File: config.mk
export PLATFORM = sky130hd
export DESIGN_NAME = mmio_fifo_ctrl_flat
export DESIGN_NICKNAME = d
export VERILOG_FILES = /design/src/rtl/mmio_fifo_ctrl_pkg.sv /design/src/rtl/mmio_fifo_ctrl_if.sv /design/src/rtl/mmio_fifo_ctrl_sat_counter.sv /design/src/rtl/mmio_fifo_ctrl.sv /design/src/flat_wrapper.sv
export SDC_FILE = /design/constraint.sdc
export NUM_CORES = 1
export LEC_CHECK = 0
export ABC_AREA = 1
export CAP_MARGIN = 20
export CORE_ASPECT_RATIO = 1.25
export CORE_MARGIN = 4
export CORE_UTILIZATION = 35
export DETAILED_ROUTE_END_ITERATION = 12
export PLACE_DENSITY = 0.73
export SLEW_MARGIN = 0
export SYNTH_ARGS = -nofsm -noshare
export SYNTH_HDL_FRONTEND = slang
export SYNTH_SLANG_ARGS = --single-unit
File: constraint.sdc
create_clock -name clk -period 10 [get_ports clk]
set_clock_uncertainty 0.05 [all_clocks]
set_input_delay 1 -clock clk [delete_from_list [all_inputs] [get_ports clk]]
set_output_delay 1 -clock clk [all_outputs]
set_load 0.02 [all_outputs]
File: src/rtl/mmio_fifo_ctrl_pkg.sv
// Shared constants, state encoding and STATUS packing for mmio_fifo_ctrl.
package mmio_fifo_pkg;

  localparam int unsigned ADDR_DATA   = 'h0020;
  localparam int unsigned ADDR_STATUS = 'h0022;
  localparam int unsigned ADDR_CTRL   = 'h0024;

  localparam int unsigned CTRL_FLUSH_BIT    = 0;
  localparam int unsigned CTRL_CLR_DROP_BIT = 1;

  localparam int unsigned STATUS_DROP_LSB  = 48;
  localparam int unsigned STATUS_BUSY_BIT  = 32;
  localparam int unsigned STATUS_DEPTH_LSB = 16;
  localparam int unsigned STATUS_FULL_BIT  = 8;
  localparam int unsigned STATUS_FILL_LSB  = 0;

  typedef enum logic {
    IDLE  = 1'b0,
    FLUSH = 1'b1
  } t_fifo_ctrl_state;

  function automatic logic [63:0] pack_status(input logic [15:0] drop_cnt,
                                              input logic        busy,
                                              input logic [15:0] depth,
                                              input logic        full,
                                              input logic [7:0]  fill);
    logic [63:0] s;
    s                           = '0;
    s[STATUS_DROP_LSB +: 16]    = drop_cnt;
    s[STATUS_BUSY_BIT]          = busy;
    s[STATUS_DEPTH_LSB +: 16]   = depth;
    s[STATUS_FULL_BIT]          = full;
    s[STATUS_FILL_LSB +: 8]     = fill;
    return s;
  endfunction

endpackage

File: src/rtl/mmio_fifo_ctrl_if.sv
// MMIO request/response bundle between the CCI-P decode (master) and mmio_fifo_ctrl (slave).
interface mmio_fifo_ctrl_if #(
  parameter int DATA_W = 64,
  parameter int ADDR_W = 16
);
  logic              mmio_wr_valid;
  logic [ADDR_W-1:0] mmio_wr_addr;
  logic [DATA_W-1:0] mmio_wr_data;
  logic              mmio_rd_valid;
  logic [ADDR_W-1:0] mmio_rd_addr;
  logic [8:0]        mmio_rd_tid;
  logic              rsp_valid;
  logic [8:0]        rsp_tid;
  logic [DATA_W-1:0] rsp_data;

  modport master (
    output mmio_wr_valid, mmio_wr_addr, mmio_wr_data,
    output mmio_rd_valid, mmio_rd_addr, mmio_rd_tid,
    input  rsp_valid, rsp_tid, rsp_data
  );

  modport slave (
    input  mmio_wr_valid, mmio_wr_addr, mmio_wr_data,
    input  mmio_rd_valid, mmio_rd_addr, mmio_rd_tid,
    output rsp_valid, rsp_tid, rsp_data
  );
endinterface

File: src/rtl/mmio_fifo_ctrl_sat_counter.sv
// Saturating up-counter with synchronous clear; clear wins over increment.
module sat_counter #(
  parameter int               WIDTH = 8,
  parameter logic [WIDTH-1:0] MAX   = '1
) (
  input  logic             clk,
  input  logic             rst,
  input  logic             i_inc,
  input  logic             i_clr,
  output logic [WIDTH-1:0] o_count
);
  logic [WIDTH-1:0] r_count;

  always_ff @(posedge clk or posedge rst) begin
    if (rst) begin
      r_count <= '0;
    end else if (i_clr) begin
      r_count <= '0;
    end else if (i_inc && (r_count != MAX)) begin
      r_count <= r_count + WIDTH'(1);
    end
  end

  assign o_count = r_count;
endmodule

File: src/rtl/mmio_fifo_ctrl.sv
// MMIO-driven sequencer for the AFU shift-register FIFO: push decode, flush, read response.
// Optional STATUS register and drop counter are built when MMIO_FIFO_CTRL_STATUS_EN is defined.
module mmio_fifo_ctrl
  import mmio_fifo_pkg::*;
#(
  parameter int DEPTH  = 8,
  parameter int DATA_W = 64,
  parameter int ADDR_W = 16
) (
  input  logic              clk,
  input  logic              rst,
  mmio_fifo_ctrl_if.slave   bus,
  output logic              fifo_en,
  output logic [DATA_W-1:0] fifo_d,
  input  logic [DATA_W-1:0] fifo_q,
  output logic              busy
);
  localparam int               FILL_W     = $clog2(DEPTH + 1);
  localparam int               CNT_W      = (DEPTH > 1) ? $clog2(DEPTH) : 1;
  localparam logic [CNT_W-1:0] LAST_FLUSH = CNT_W'(DEPTH - 1);

  t_fifo_ctrl_state  r_state, w_next_state;
  logic [CNT_W-1:0]  r_flush_cnt, w_next_flush_cnt;
  logic              r_fifo_en, w_next_fifo_en;
  logic [DATA_W-1:0] r_fifo_d, w_next_fifo_d;
  logic              r_busy;
  logic              w_push, w_flush_done;
  logic              w_wr_data_hit, w_wr_ctrl_hit, w_flush_req;
  logic [FILL_W-1:0] w_fill;
  logic [63:0]       w_status;
  logic              r_rsp_valid;
  logic [8:0]        r_rsp_tid;
  logic [DATA_W-1:0] r_rsp_data, w_rd_data;

  assign w_wr_data_hit = bus.mmio_wr_valid && (bus.mmio_wr_addr == ADDR_W'(ADDR_DATA));
  assign w_wr_ctrl_hit = bus.mmio_wr_valid && (bus.mmio_wr_addr == ADDR_W'(ADDR_CTRL));
  assign w_flush_req   = w_wr_ctrl_hit && bus.mmio_wr_data[CTRL_FLUSH_BIT];

  // NOTE: every signal driven here gets a default first, so no path can infer a latch.
  always_comb begin
    w_next_state     = r_state;
    w_next_flush_cnt = r_flush_cnt;
    w_next_fifo_en   = 1'b0;
    w_next_fifo_d    = '0;
    w_push           = 1'b0;
    w_flush_done     = 1'b0;
    case (r_state)
      IDLE: begin
        if (w_wr_data_hit) begin
          w_push         = 1'b1;
          w_next_fifo_en = 1'b1;
          w_next_fifo_d  = bus.mmio_wr_data;
        end else if (w_flush_req) begin
          w_next_state     = FLUSH;
          w_next_flush_cnt = '0;
          w_next_fifo_en   = 1'b1;
        end
      end
      FLUSH: begin
        // Flush counter indexes the zero pulse currently on fifo_en.
        if (r_flush_cnt == LAST_FLUSH) begin
          w_next_state     = IDLE;
          w_next_flush_cnt = '0;
          w_flush_done     = 1'b1;
        end else begin
          w_next_flush_cnt = r_flush_cnt + CNT_W'(1);
          w_next_fifo_en   = 1'b1;
        end
      end
      default: w_next_state = IDLE;
    endcase
  end

  // NOTE: flops use non-blocking assignments so every register samples pre-edge values.
  always_ff @(posedge clk or posedge rst) begin
    if (rst) begin
      r_state     <= IDLE;
      r_flush_cnt <= '0;
    end else begin
      r_state     <= w_next_state;
      r_flush_cnt <= w_next_flush_cnt;
    end
  end

  always_ff @(posedge clk or posedge rst) begin
    if (rst) begin
      r_fifo_en <= 1'b0;
      r_fifo_d  <= '0;
      r_busy    <= 1'b0;
    end else begin
      r_fifo_en <= w_next_fifo_en;
      r_fifo_d  <= w_next_fifo_d;
      r_busy    <= (w_next_state == FLUSH);
    end
  end

  sat_counter #(
    .WIDTH (FILL_W),
    .MAX   (FILL_W'(DEPTH))
  ) u_fill (
    .clk     (clk),
    .rst     (rst),
    .i_inc   (w_push),
    .i_clr   (w_flush_done),
    .o_count (w_fill)
  );

`ifdef MMIO_FIFO_CTRL_STATUS_EN
  logic        w_drop;
  logic        w_clr_drop;
  logic [15:0] w_drop_cnt;

  assign w_drop     = (r_state == FLUSH) && w_wr_data_hit;
  assign w_clr_drop = w_wr_ctrl_hit && bus.mmio_wr_data[CTRL_CLR_DROP_BIT];

  sat_counter #(
    .WIDTH (16),
    .MAX   (16'hFFFF)
  ) u_drop_cnt (
    .clk     (clk),
    .rst     (rst),
    .i_inc   (w_drop),
    .i_clr   (w_clr_drop),
    .o_count (w_drop_cnt)
  );

  assign w_status = pack_status(w_drop_cnt, r_busy, 16'(DEPTH),
                                (w_fill == FILL_W'(DEPTH)), 8'(w_fill));
`else
  assign w_status = '0;
`endif

  // Response data is captured from pre-edge fifo_q and counters, so a same-cycle push is invisible.
  always_comb begin
    w_rd_data = '0;
    if (bus.mmio_rd_addr == ADDR_W'(ADDR_DATA)) begin
      w_rd_data = fifo_q;
    end else if (bus.mmio_rd_addr == ADDR_W'(ADDR_STATUS)) begin
      w_rd_data = DATA_W'(w_status);
    end
  end

  always_ff @(posedge clk or posedge rst) begin
    if (rst) begin
      r_rsp_valid <= 1'b0;
      r_rsp_tid   <= '0;
      r_rsp_data  <= '0;
    end else begin
      r_rsp_valid <= bus.mmio_rd_valid;
      if (bus.mmio_rd_valid) begin
        r_rsp_tid  <= bus.mmio_rd_tid;
        r_rsp_data <= w_rd_data;
      end
    end
  end

  assign fifo_en       = r_fifo_en;
  assign fifo_d        = r_fifo_d;
  assign busy          = r_busy;
  assign bus.rsp_valid = r_rsp_valid;
  assign bus.rsp_tid   = r_rsp_tid;
  assign bus.rsp_data  = r_rsp_data;
endmodule

File: src/flat_wrapper.sv
// flat-port wrapper written by rule: the top's interface ports become plain ports
module mmio_fifo_ctrl_flat import mmio_fifo_pkg::*;
#(
  parameter int DEPTH  = 8,
  parameter int DATA_W = 64,
  parameter int ADDR_W = 16
)
  (clk, rst, fifo_en, fifo_d, fifo_q, busy, bus_mmio_wr_valid, bus_mmio_wr_addr, bus_mmio_wr_data, bus_mmio_rd_valid, bus_mmio_rd_addr, bus_mmio_rd_tid, bus_rsp_valid, bus_rsp_tid, bus_rsp_data);
  mmio_fifo_ctrl_if #(.DATA_W(DATA_W), .ADDR_W(ADDR_W)) bus_i ();
  input  logic clk;
  input  logic rst;
  output logic fifo_en;
  output logic [DATA_W-1:0] fifo_d;
  input  logic [DATA_W-1:0] fifo_q;
  output logic busy;
  input wire logic [$bits(bus_i.mmio_wr_valid)-1:0] bus_mmio_wr_valid;
  input wire logic [$bits(bus_i.mmio_wr_addr)-1:0] bus_mmio_wr_addr;
  input wire logic [$bits(bus_i.mmio_wr_data)-1:0] bus_mmio_wr_data;
  input wire logic [$bits(bus_i.mmio_rd_valid)-1:0] bus_mmio_rd_valid;
  input wire logic [$bits(bus_i.mmio_rd_addr)-1:0] bus_mmio_rd_addr;
  input wire logic [$bits(bus_i.mmio_rd_tid)-1:0] bus_mmio_rd_tid;
  output wire logic [$bits(bus_i.rsp_valid)-1:0] bus_rsp_valid;
  output wire logic [$bits(bus_i.rsp_tid)-1:0] bus_rsp_tid;
  output wire logic [$bits(bus_i.rsp_data)-1:0] bus_rsp_data;
  assign bus_i.mmio_wr_valid = bus_mmio_wr_valid;
  assign bus_i.mmio_wr_addr = bus_mmio_wr_addr;
  assign bus_i.mmio_wr_data = bus_mmio_wr_data;
  assign bus_i.mmio_rd_valid = bus_mmio_rd_valid;
  assign bus_i.mmio_rd_addr = bus_mmio_rd_addr;
  assign bus_i.mmio_rd_tid = bus_mmio_rd_tid;
  assign bus_rsp_valid = bus_i.rsp_valid;
  assign bus_rsp_tid = bus_i.rsp_tid;
  assign bus_rsp_data = bus_i.rsp_data;
  mmio_fifo_ctrl #(.DEPTH(DEPTH), .DATA_W(DATA_W), .ADDR_W(ADDR_W)) u_core (.clk(clk), .rst(rst), .bus(bus_i), .fifo_en(fifo_en), .fifo_d(fifo_d), .fifo_q(fifo_q), .busy(busy));
endmodule
# After elaboration in Yosys (flattened, before gate mapping)

Cells that the tools add are included.

Output and inout bits: 140
Word-level logic and storage cells: 32
Register bits: 143
Bits of input ports: 173

Muxes and demuxes: 13
Equal/unequal tests: 6
Reduce and logical (&&, ||, !) cells: 4
Add/sub/neg operators: 1
Bitwise logic cells: 1

Operator list:

| cell                | number |
|---|---|
| $mux 64             | 3 |
| $eq 16x6->1 const B | 3 |
| $mux 3              | 3 |
| $pmux 3 s2          | 1 |
| $mux 1              | 4 |
| $pmux 1 s2          | 2 |
| $add 3x1->3 const B | 1 |
| $eq 3x3->1 const B  | 1 |
| $logic_and 1x1->1   | 3 |
| $ne 2x1->1 const B  | 1 |
| $ne 2x2->1 const B  | 1 |
| $reduce_and 2->1    | 1 |
| $not 1->1           | 1 |

# Depth between registers and ports, before layout

Gate-level depths: netlist of run 1.

Depth in word-level cells: 6
Gate-level depth with buffers: 8
Gate-level depth less buffers: 8

# Least setup slack after synthesis of run 1

OpenSTA, ideal clock, no wires.

Path kind: input port to flip-flop
From: in bus_mmio_wr_addr[12]
To: reg u_core.r_fifo_d[54] (netlist: u_core.fifo_d[54])
Data required time: 9.882 ns
Data arrival time: 1.748 ns
Path buffers: 2
Stages on the path: 7
Setup slack: 8.135 ns
Path through: nor2_1 -> nand2_1 -> nor2_2 -> nand3_1 -> buf_6 -> buf_8 -> nor2_4

Word-level cells in the longest chain between the ends: 4

Ends and longest elaborated chain:

| what                         | line                 | text |
|---|---|---|
| start: declaration           | flat_wrapper.sv:17   | `input wire logic [$bits(bus_i.mmio_wr_addr)-1:0] bus_mmio_wr_addr;` |
| $eq 16x6->1                  | mmio_fifo_ctrl.sv:35 | `assign w_wr_data_hit = bus.mmio_wr_valid && (bus.mmio_wr_addr == ADDR_W'(ADDR_DATA));` |
| $logic_and 1x1->1            | mmio_fifo_ctrl.sv:35 |  |
| $mux 64                      | mmio_fifo_ctrl.sv:49 | `if (w_wr_data_hit) begin` |
| $mux 64                      | mmio_fifo_ctrl.sv:47 | `case (r_state)` |
| via u_core.w_next_fifo_d[54] | mmio_fifo_ctrl.sv:25 | `logic [DATA_W-1:0] r_fifo_d, w_next_fifo_d;` |
| end signal: assignment       | mmio_fifo_ctrl.sv:92 | `r_fifo_d <= w_next_fifo_d;` |
| end: declaration             | mmio_fifo_ctrl.sv:25 |  |

The timed path passes the listed nets, and every way through them passes these cells.
A chain may end at the register's enable or synchronous reset.

# Final worst setup path of run 1

From: in bus_mmio_wr_addr[10]
To: reg u_core.r_fifo_d[63] (netlist: u_core.fifo_d[63])

Same word-level chain as after synthesis.

==> key figures, run 1 <==
Clock network
  • Clk buf depth: 2
  • Post CTS Setup Buffer Count: 0
  • Cts hold-fix bufs: 0
  • Sink Count: roughly 140
  • Number of gates resized after CTS: 0
  • CTS clock-pin slew for the worst setup and hold paths: 0.06 ns
  • TritonCTS clock tree: done
  • CTS buffer count: 17
  • Root buf cell: clkbuf_16
  • Worst-Skew Late Latency: ~0.4 ns
  • H-Tree Depth: 4

Die
  • Core area: 16,200 sq um
  • Die area: about 19,000 sq um
  • Die width: 123 um
  • Die H: between 150 and 200 um
  • Row count: 52
  • Initial Util: a little over a third
  • Total I/O pin count: 313

Route
  • Initial DRC Count: approximately 200
  • WL/cell: between 10 and 15 um
  • Via Count: approximately 4,800
  • First-pass DRT Iterations: 4
  • Drc violations: 0
  • Vias per cell: 4.31
  • Routed WL: ~16,000 um
  • Post-route ant nets: 0

GRT
  • Initial antenna violation count: 0
  • First-pass GRT wire length: roughly 24,000 um
  • Global route total overflow: 0
  • Largest net degree at the start of global routing: 76
  • GRT Overall Usage: between 15 and 20%
  • Vias in the first global route: about 4,800

STA
  • Min Tclk post-route: 2.88 ns
  • Final TNS setup: 0 ns
  • Max_slew headroom: between 20% and 30%
  • FMAX: around 350 MHz
  • Final Hold Fails: 0
  • Final worst-path cycle share: between 20% and 30%
  • Worst-Margin Slew: around 1.1 ns
  • Slew Limit Fails: 0
  • RSZ-0062 raised after global routing: false
  • # setup viols final: 0

Placement
  • Half-perimeter wire length after placement: between 10,000 and 15,000 um
  • Placed Cells: about 1,100
  • Final GP Congestion: about 0.76
  • Number of port buffers: around 310

Power
  • VDD IR max: about 0.08 mV
  • Power Total: ~1400 uW
  • Leak Pwr: ~0.0044 uW
  • Pwr/cell area: 142 nW/um^2

Layout
  • Final cell count without fillers: around 1,100
  • Fillcell total: between 1,000 and 1,500
  • P&R area growth vs syn: 67.2%
  • Share of cells above drive strength 1: 10.2%
  • Ant diodes: 0
  • Nets: approximately 1,100

Worst hold path
  • Worst min path class: flop to flop

Yosys
  • Simple logic cell fraction of the synthesized area: between 20% and 30%
  • Compound-Gate Fraction of Synth Area: under 10%
  • Yosys reg bits: 143
  • Post-Synthesis Cells: around 570
  • Post-synthesis mux area share: 0%
  • Post-synthesis sequential area ratio: just over 60%
  • Mean post-synth cell area: between 10 and 15 sq um
  • Synth cell types: 18
  • Largest family of logic cells by synthesized area: simple AND/OR/NAND/NOR gates
  • Synthesized net count: between 700 and 800
  • Xor-xnor portion of the synthesized cell area: 0%
  • Adder-cell area share of the yosys netlist: less than 1%
  • YS warnings: 0
  • Post-Syn Area: roughly 5800 sq um

Setup path
  • Startpoint types: input pin
  • WS Path Type: input pin to flop
  • CP Data Required Time: about 10 ns
  • CP max FO: 42
  • Worst endpoint data arrival time: between 3 and 4 ns
  • Crit. End Element: flop

Outcome
  • Status: complete, no violations

Flow run
  • Maxcap violations: 0
area by class of cell:
class / count / area, sq um / share of cell area (%)
inverter: 71 / 272 / 2.81
multi-input combinational: 331 / 1740 / 18.0
clock inverter: 13 / 190 / 1.97
sequential: 143 / 3580 / 37.1
tap: 216 / 270 / 2.80
clock buffer: 18 / 429 / 4.45
timing repair buffer: 317 / 3170 / 32.8
cells by family (layout without fill, tap and decap cells):
kind of cell               Yosys count  in the layout
AOI/OAI and AO/OA                   64             64
adders and majority gates            2              2
buffers and inverters               99            419
DFF                                143            143
and+or+nand+nor                    265            265
metal layers:
layer  GRT usage, %  share of wire, %  up-vias
met3           7.80                12       16
met5              0                 0        -
met2           29.0                51      227
met1           17.8                35     2208
met4           6.11               1.8        0
li1               -                 -     2330
critical path, cell delays in order:
cell,delay [ns]
clkdlybuf4s50_1,0.47
nor2_1,0.05
nand2_1,0.07
nor2_2,0.05
nand3_4,0.38
buf_4,0.92
nor2_1,0.09
Yosys cell counts:
master	instances	area (sq um)
buf_12	4	80.1
buf_2	6	30.0
buf_6	1	11.3
buf_8	1	15.0
clkbuf_1	16	60.1
dfrtp_1	143	3580
ha_1	2	25.0
inv_1	70	263
inv_2	1	3.75
nand2_1	173	649
nand2_2	1	6.26
nand3_1	5	25.0
nand3b_1	1	7.51
nor2_1	33	124
nor2_2	2	12.5
nor2_4	49	552
nor3_1	1	5.00
o21ai_0	64	320
cell usage in the layout, fill, tap and decap left out, drive strengths merged:
master and n:
inv 72, nand3 5, clkbuf 18, nand3b 1, clkdlybuf4s50 311, clkinvlp 4
nand2 174, dfrtp 143, buf 6, nor3 1, clkinv 4, bufinv 4
ha 2, o21ai 64, nor2 84
stage by stage:
step	setup slack [ns]	instance area, sq um	util, %	hold WS [ns]
after floorplan	5.11	5770	-	0.423
after global placement	6.68	9010	55.6	0.404
after detailed placement	6.65	9010	55.6	0.409
after CTS	7.11	9630	59.4	0.424
after global routing	7.02	9650	59.5	0.438
final	7.12	9650	59.5	0.420
registers in the layout, indices dropped and copies added, names as in the netlist:
| signal | cells |
|---|---|
| u_core.r_state | 1 |
| u_core.bus.rsp_valid | 1 |
| u_core.bus.rsp_data | 64 |
| u_core.bus.rsp_tid | 9 |
| u_core.r_flush_cnt | 3 |
| u_core.fifo_en | 1 |
| u_core.fifo_d | 64 |
where the power goes:
group / internal [uW] / switching, uW
sequential: 582 / 1.90
combinational: 72.5 / 51.3
clock: 417 / 241
final timing paths:
kind,from,depth (start not counted),end,slack (ns)
hold reg to reg,u_core.bus.rsp_tid[1],2,u_core.bus.rsp_tid[1],0.42
min in group asynchronous,rst,2,u_core.fifo_d[2],1.00
setup / recovery,bus_mmio_wr_addr[10],7,u_core.fifo_d[63],7.12
setup reg to reg,u_core.r_state,4,u_core.fifo_d[63],7.75
max in group asynchronous,rst,3,u_core.bus.rsp_data[44],7.52
hold / removal,u_core.bus.rsp_tid[1],2,u_core.bus.rsp_tid[1],0.42
No activity file was read; power rests on OpenSTA's default activity.
==> run 2, diff against run 1 <==
- PLACE_DENSITY: 0.73 -> 0.76
- clock period: 10 -> 2.6 ns (I/O delays scaled with it)
==> key figures, run 2 (synthesis gave the netlist of run 1 again) <==
Power
  • Register share of total power: 44.4%
  • Clock share of power: a little under half
  • Leak Pwr: ~0.0044 uW
  • Pwr/cell area: 521 nW/um^2
  • Internal Power: ~4000 uW
  • Logic pwr share: approximately 9.7%
  • VDD IR max: 0.347 mV
  • NetSw: about 1100 uW
  • Sw frac: between 20% and 30%

Placement
  • Half-perimeter wire length after placement: between 10,000 and 15,000 um
  • Final GP Congestion: roughly 0.8
  • Number of port buffers: between 300 and 400

Clock network
  • Worst-Skew Late Latency: 0.41 ns
  • H-Tree Depth: 4
  • Clk buf depth: 2
  • Sink Count: about 140
  • Number of gates resized after CTS: 0
  • TritonCTS clock tree: done
  • Post CTS Setup Buffer Count: 0
  • CTS buffer count: 17
  • Root buf cell: clkbuf_16
  • Cts hold-fix bufs: 0
  • CTS clock-pin slew for the worst setup and hold paths: roughly 0.060 ns

STA
  • FMAX: roughly 540 MHz
  • Max_slew headroom: roughly two thirds
  • # setup viols final: 0
  • Slew Limit Fails: 0
  • Min Tclk post-route: roughly 1.8 ns
  • Hold Slack: 0.0698 ns
  • RSZ-0062 raised after global routing: false
  • Worst-Margin Slew: about 0.47 ns
  • Final worst-path cycle share: between 70% and 80%
  • Final TNS setup: 0 ns
  • Final Hold Fails: 0

Die
  • Initial Util: between 30% and 40%
  • Core area: between 15,000 and 20,000 sq um
  • Die width: 123 um
  • Die area: between 15,000 and 20,000 sq um
  • Die H: roughly 150 um
  • Total I/O pin count: about 310
  • Row count: between 50 and 60

GRT
  • Largest net degree at the start of global routing: 65
  • Global route total overflow: 0
  • Initial antenna violation count: 1
  • First-pass GRT wire length: roughly 25,000 um
  • Vias in the first global route: ~4,900
  • GRT Overall Usage: 17.7%

Layout
  • Share of cells above drive strength 1: 10.7%
  • Register area: ~3600 sq um
  • Multi-input logic area: 1740 sq um
  • Nets: 1,063
  • Most frequent cells in the layout: clkdlybuf4s50_1, nand2_1, dfrtp_1, inv_1, o21ai_0
  • P&R area growth vs syn: 68.5%
  • Fillcell total: 1,374
  • Most common cell after layout, fill and taps aside: clkdlybuf4s50_1

Route
  • Vias per cell: ~4.3
  • First-pass DRT Iterations: 5
  • Post-route ant nets: 0
  • Drc violations: 0
  • WL/cell: roughly 15 um
  • Via Count: 4,839
  • Routed WL: about 17,000 um
  • Initial DRC Count: approximately 270

Flow run
  • Maxcap violations: 0

Setup path
  • CP max FO: 7
  • Critical path, cell by cell: clkdlybuf4s50_1
  • Cell class contributing the biggest share of worst-path delay: buffers and inverters
  • Worst r2r src: u_core.r_state
  • Crit path from: u_core.r_state
  • CP max stage delay: around 0.66 ns
  • CP Data Required Time: 2.29 ns
  • Startpoint types: flop
  • WS Path Type: flop to output port
  • Highest-delay cell along the critical path: clkdlybuf4s50_1
  • Worst endpoint data arrival time: around 1.5 ns
  • Crit. End Element: output port
  • Worst path bufs/invs: 1

Worst hold path
  • Worst min path class: input pin to async pin

Outcome
  • Status: complete, no violations
==> run 2: worst paths after layout <==
check / to / slack [ns] / cells past startpoint
setup reg to reg: u_core.fifo_d[13] / 0.80 / 4
min in group clk: u_core.bus.rsp_valid / 0.25 / 2
hold / removal: u_core.fifo_d[23] / 0.07 / 2
hold reg to reg: u_core.bus.rsp_tid[8] / 0.42 / 2
max in group asynchronous: u_core.fifo_d[47] / 1.91 / 3
setup / recovery: busy / 0.75 / 1
==> run 2: layout make-up <==
type                    count  area share (%)
clock buffers              20            4.60
inverters                  71            2.78
repair buffers            324            33.9
clock inverters            10            1.18
multi-input cells         331            17.9
well taps                 216            2.78
flip-flops and latches    143            36.8
diodes                      1          0.0257
==> run 2: routing by layer <==
layer	GRT usage [%]	part of all wire (%)	vias to the layer above	wire length [um]
met2	32.2	52	234	8760
met5	0	0.042	-	7
met1	17.0	34	2220	5660
met4	7.23	2.6	2	439
met3	8.54	12	29	1990
li1	-	-	2354	-
==> run 2: through the flow <==
step	setup WS (ns)	cells	cell area [sq um]	total power [uW]	utilization [%]
floorplan	0.499	573	5770	2450	-
global placement	0.616	1085	9150	2780	56.5
detailed placement	0.562	1085	9150	2790	56.5
CTS	0.715	1115	9720	5140	60.0
global route	0.689	1115	9720	5270	60.0
finish	0.753	1116	9720	5060	60.0
==> run 2: power groups by stage <==
stage          sequential (uW)  combinational (uW)  clock [uW]
2_1_floorplan             2300                 142           0
3_3_place_gp              2290                 496           0
3_5_place_dp              2290                 499           0
4_1_cts                   2250                 502        2390
5_1_grt                   2250                 536        2490
6_report                  2250                 493        2320
==> run 3, diff against run 2 <==
- PLACE_DENSITY: 0.76 -> 0.73
- clock period: 2.6 -> 1.83 ns (I/O delays scaled with it)
==> key figures, run 3 (synthesis gave the netlist of run 1 again) <==
Outcome
  • Status: complete, no violations

Setup path
  • CP Data Required Time: ~1.6 ns
  • CP max stage delay: ~0.67 ns
  • Worst endpoint data arrival time: around 1.4 ns
  • Cell class contributing the biggest share of worst-path delay: buffers and inverters
  • Crit. End Element: output port
  • WS Path Type: flop to output port
  • CP max FO: 2
  • Worst path bufs/invs: 1
  • Critical path, cell by cell: clkdlybuf4s50_1
  • Startpoint types: flop
  • Highest-delay cell along the critical path: clkdlybuf4s50_1

Layout
  • Nets: between 1,000 and 1,500
  • Most frequent cells in the layout: clkdlybuf4s50_1, nand2_1, dfrtp_1, inv_1, o21ai_0
  • Register area: 3580 sq um
  • Finished Cell Area: slightly below 10,000 sq um
  • Share of cells above drive strength 1: a little over a tenth
  • Most common cell after layout, fill and taps aside: clkdlybuf4s50_1
  • Fin util: about 60%
  • Multi-input logic area: approximately 1700 sq um
  • Final cell count without fillers: approximately 1,100
  • P&R area growth vs syn: 68.7%
  • Ant diodes: 0
  • Fillcell total: between 1,000 and 1,500

STA
  • Hold Slack: about 0.13 ns
  • Final TNS setup: 0 ns
  • Slew Limit Fails: 0
  • Worst-Margin Slew: 0.476 ns
  • Min Tclk post-route: ~1.7 ns
  • # setup viols final: 0
  • Final Hold Fails: 0
  • RSZ-0062 raised after global routing: false
  • FMAX: about 600 MHz
  • Max_slew headroom: between 60% and 70%
  • Final worst-path cycle share: between 90% and 100%

Die
  • Initial Util: a little over a third
  • Die H: between 150 and 200 um
  • Total I/O pin count: about 310
  • Die area: 18,600 sq um
  • Core area: roughly 16,000 sq um
  • Die width: approximately 120 um
  • Row count: 52

Clock network
  • TritonCTS clock tree: done
  • Clk buf depth: 2
  • Root buf cell: clkbuf_16
  • Cts hold-fix bufs: 0
  • CTS clock-pin slew for the worst setup and hold paths: 0.06 ns
  • Sink Count: ~140
  • Post CTS Setup Buffer Count: 0
  • Worst-Skew Late Latency: 0.41 ns
  • H-Tree Depth: 4
  • CTS buffer count: 17

Placement
  • Half-perimeter wire length after placement: between 10,000 and 15,000 um
  • Number of port buffers: ~310
  • Dpl cell area: a little over 9000 sq um
  • Final GP Congestion: 0.733
  • Placed Cells: around 1,100

Route
  • First-pass DRT Iterations: 4
  • Post-route ant nets: 0
  • Routed WL: between 15,000 and 20,000 um
  • Initial DRC Count: 260
  • Via Count: roughly 4,800
  • Drc violations: 0
  • WL/cell: ~14 um
  • Vias per cell: about 4.3

GRT
  • GRT Overall Usage: roughly 17%
  • Global route total overflow: 0
  • Vias in the first global route: roughly 4,700
  • Largest net degree at the start of global routing: between 70 and 80
  • Initial antenna violation count: 2
  • First-pass GRT wire length: ~24,000 um

Power
  • NetSw: 1600 uW
  • Sw frac: a little over a fifth
  • Leak Pwr: 0.00444 uW
  • Internal Power: between 5000 and 6000 uW
  • Register share of total power: around 43%
  • Pwr/cell area: 769 nW/um^2
  • VDD IR max: around 0.46 mV
  • Clock share of power: between 40% and 50%
  • Logic pwr share: 9.2%

Worst hold path
  • Worst min path class: input pin to flop

Flow run
  • Maxcap violations: 0
==> run 3: changes by cell type in the layout (fill, tap and decap cells not counted) <==
cell             previous run  this run
buf_12                      7         5
buf_4                       5         4
bufinv_16                   2         4
clkbuf_8                    1         0
clkdlybuf4s50_1           311       310
clkinv_2                    4         0
clkinvlp_4                  1         4
diode_2                     1         0
dlymetal6s2s_1              0         1
inv_6                       1         2
==> run 3: power by group through the flow <==
stage | Clock [uW] | Combinational [uW] | Sequential, uW
finish | 3600 | 687 | 3190
global route | 3840 | 752 | 3190
CTS | 3710 | 699 | 3190
detailed placement | 0 | 696 | 3250
floorplan | 0 | 202 | 3270
global placement | 0 | 691 | 3250
==> run 3: final cells by class <==
class,instances,area share (%)
multi-input cells,331,17.9
clock buffers,19,4.45
flip-flops and latches,143,36.8
clock inverters,12,1.92
repair buffers,321,33.4
inverters,71,2.78
well taps,216,2.78
==> run 3: final timing paths <==
| kind | slack, ns | depth (start not counted) | startpoint | to |
|---|---|---|---|---|
| worst max-delay path | 0.17 | 1 | u_core.bus.rsp_data[10] | bus_rsp_data[10] |
| min in group asynchronous | 0.21 | 3 | rst | u_core.bus.rsp_data[8] |
| max in group asynchronous | 1.21 | 3 | rst | u_core.bus.rsp_data[30] |
| worst min-delay path | 0.13 | 3 | bus_mmio_rd_valid | u_core.bus.rsp_tid[5] |
| worst min register to register | 0.42 | 2 | u_core.bus.rsp_tid[8] | u_core.bus.rsp_tid[8] |
| worst max register to register | 0.36 | 4 | u_core.r_state | u_core.fifo_d[13] |
==> run 3: timing repair <==
item | 4_1_cts | 5_1_grt
endpoints found under the setup margin | 0 | 1
gates resized for setup | 0 | 1
endpoints found under the hold margin | 0 | 0
==> run 3: per-layer routing <==
layer,vias to the layer above,part of all wire (%),GRT usage (%)
met1,2197,34,16.7
met4,4,2.3,6.22
li1,2340,-,-
met5,-,0.21,0
met3,28,13,9.02
met2,208,51,29.3
==> run 3: through the flow <==
| stage | worst slack, ns | power [uW] |
|---|---|---|
| finish | 0.170 | 7480 |
| global route | 0.104 | 7780 |
| CTS | 0.0162 | 7600 |
| detailed placement | 0.186 | 3940 |
| global placement | 0.204 | 3940 |
| floorplan | -0.194 | 3470 |
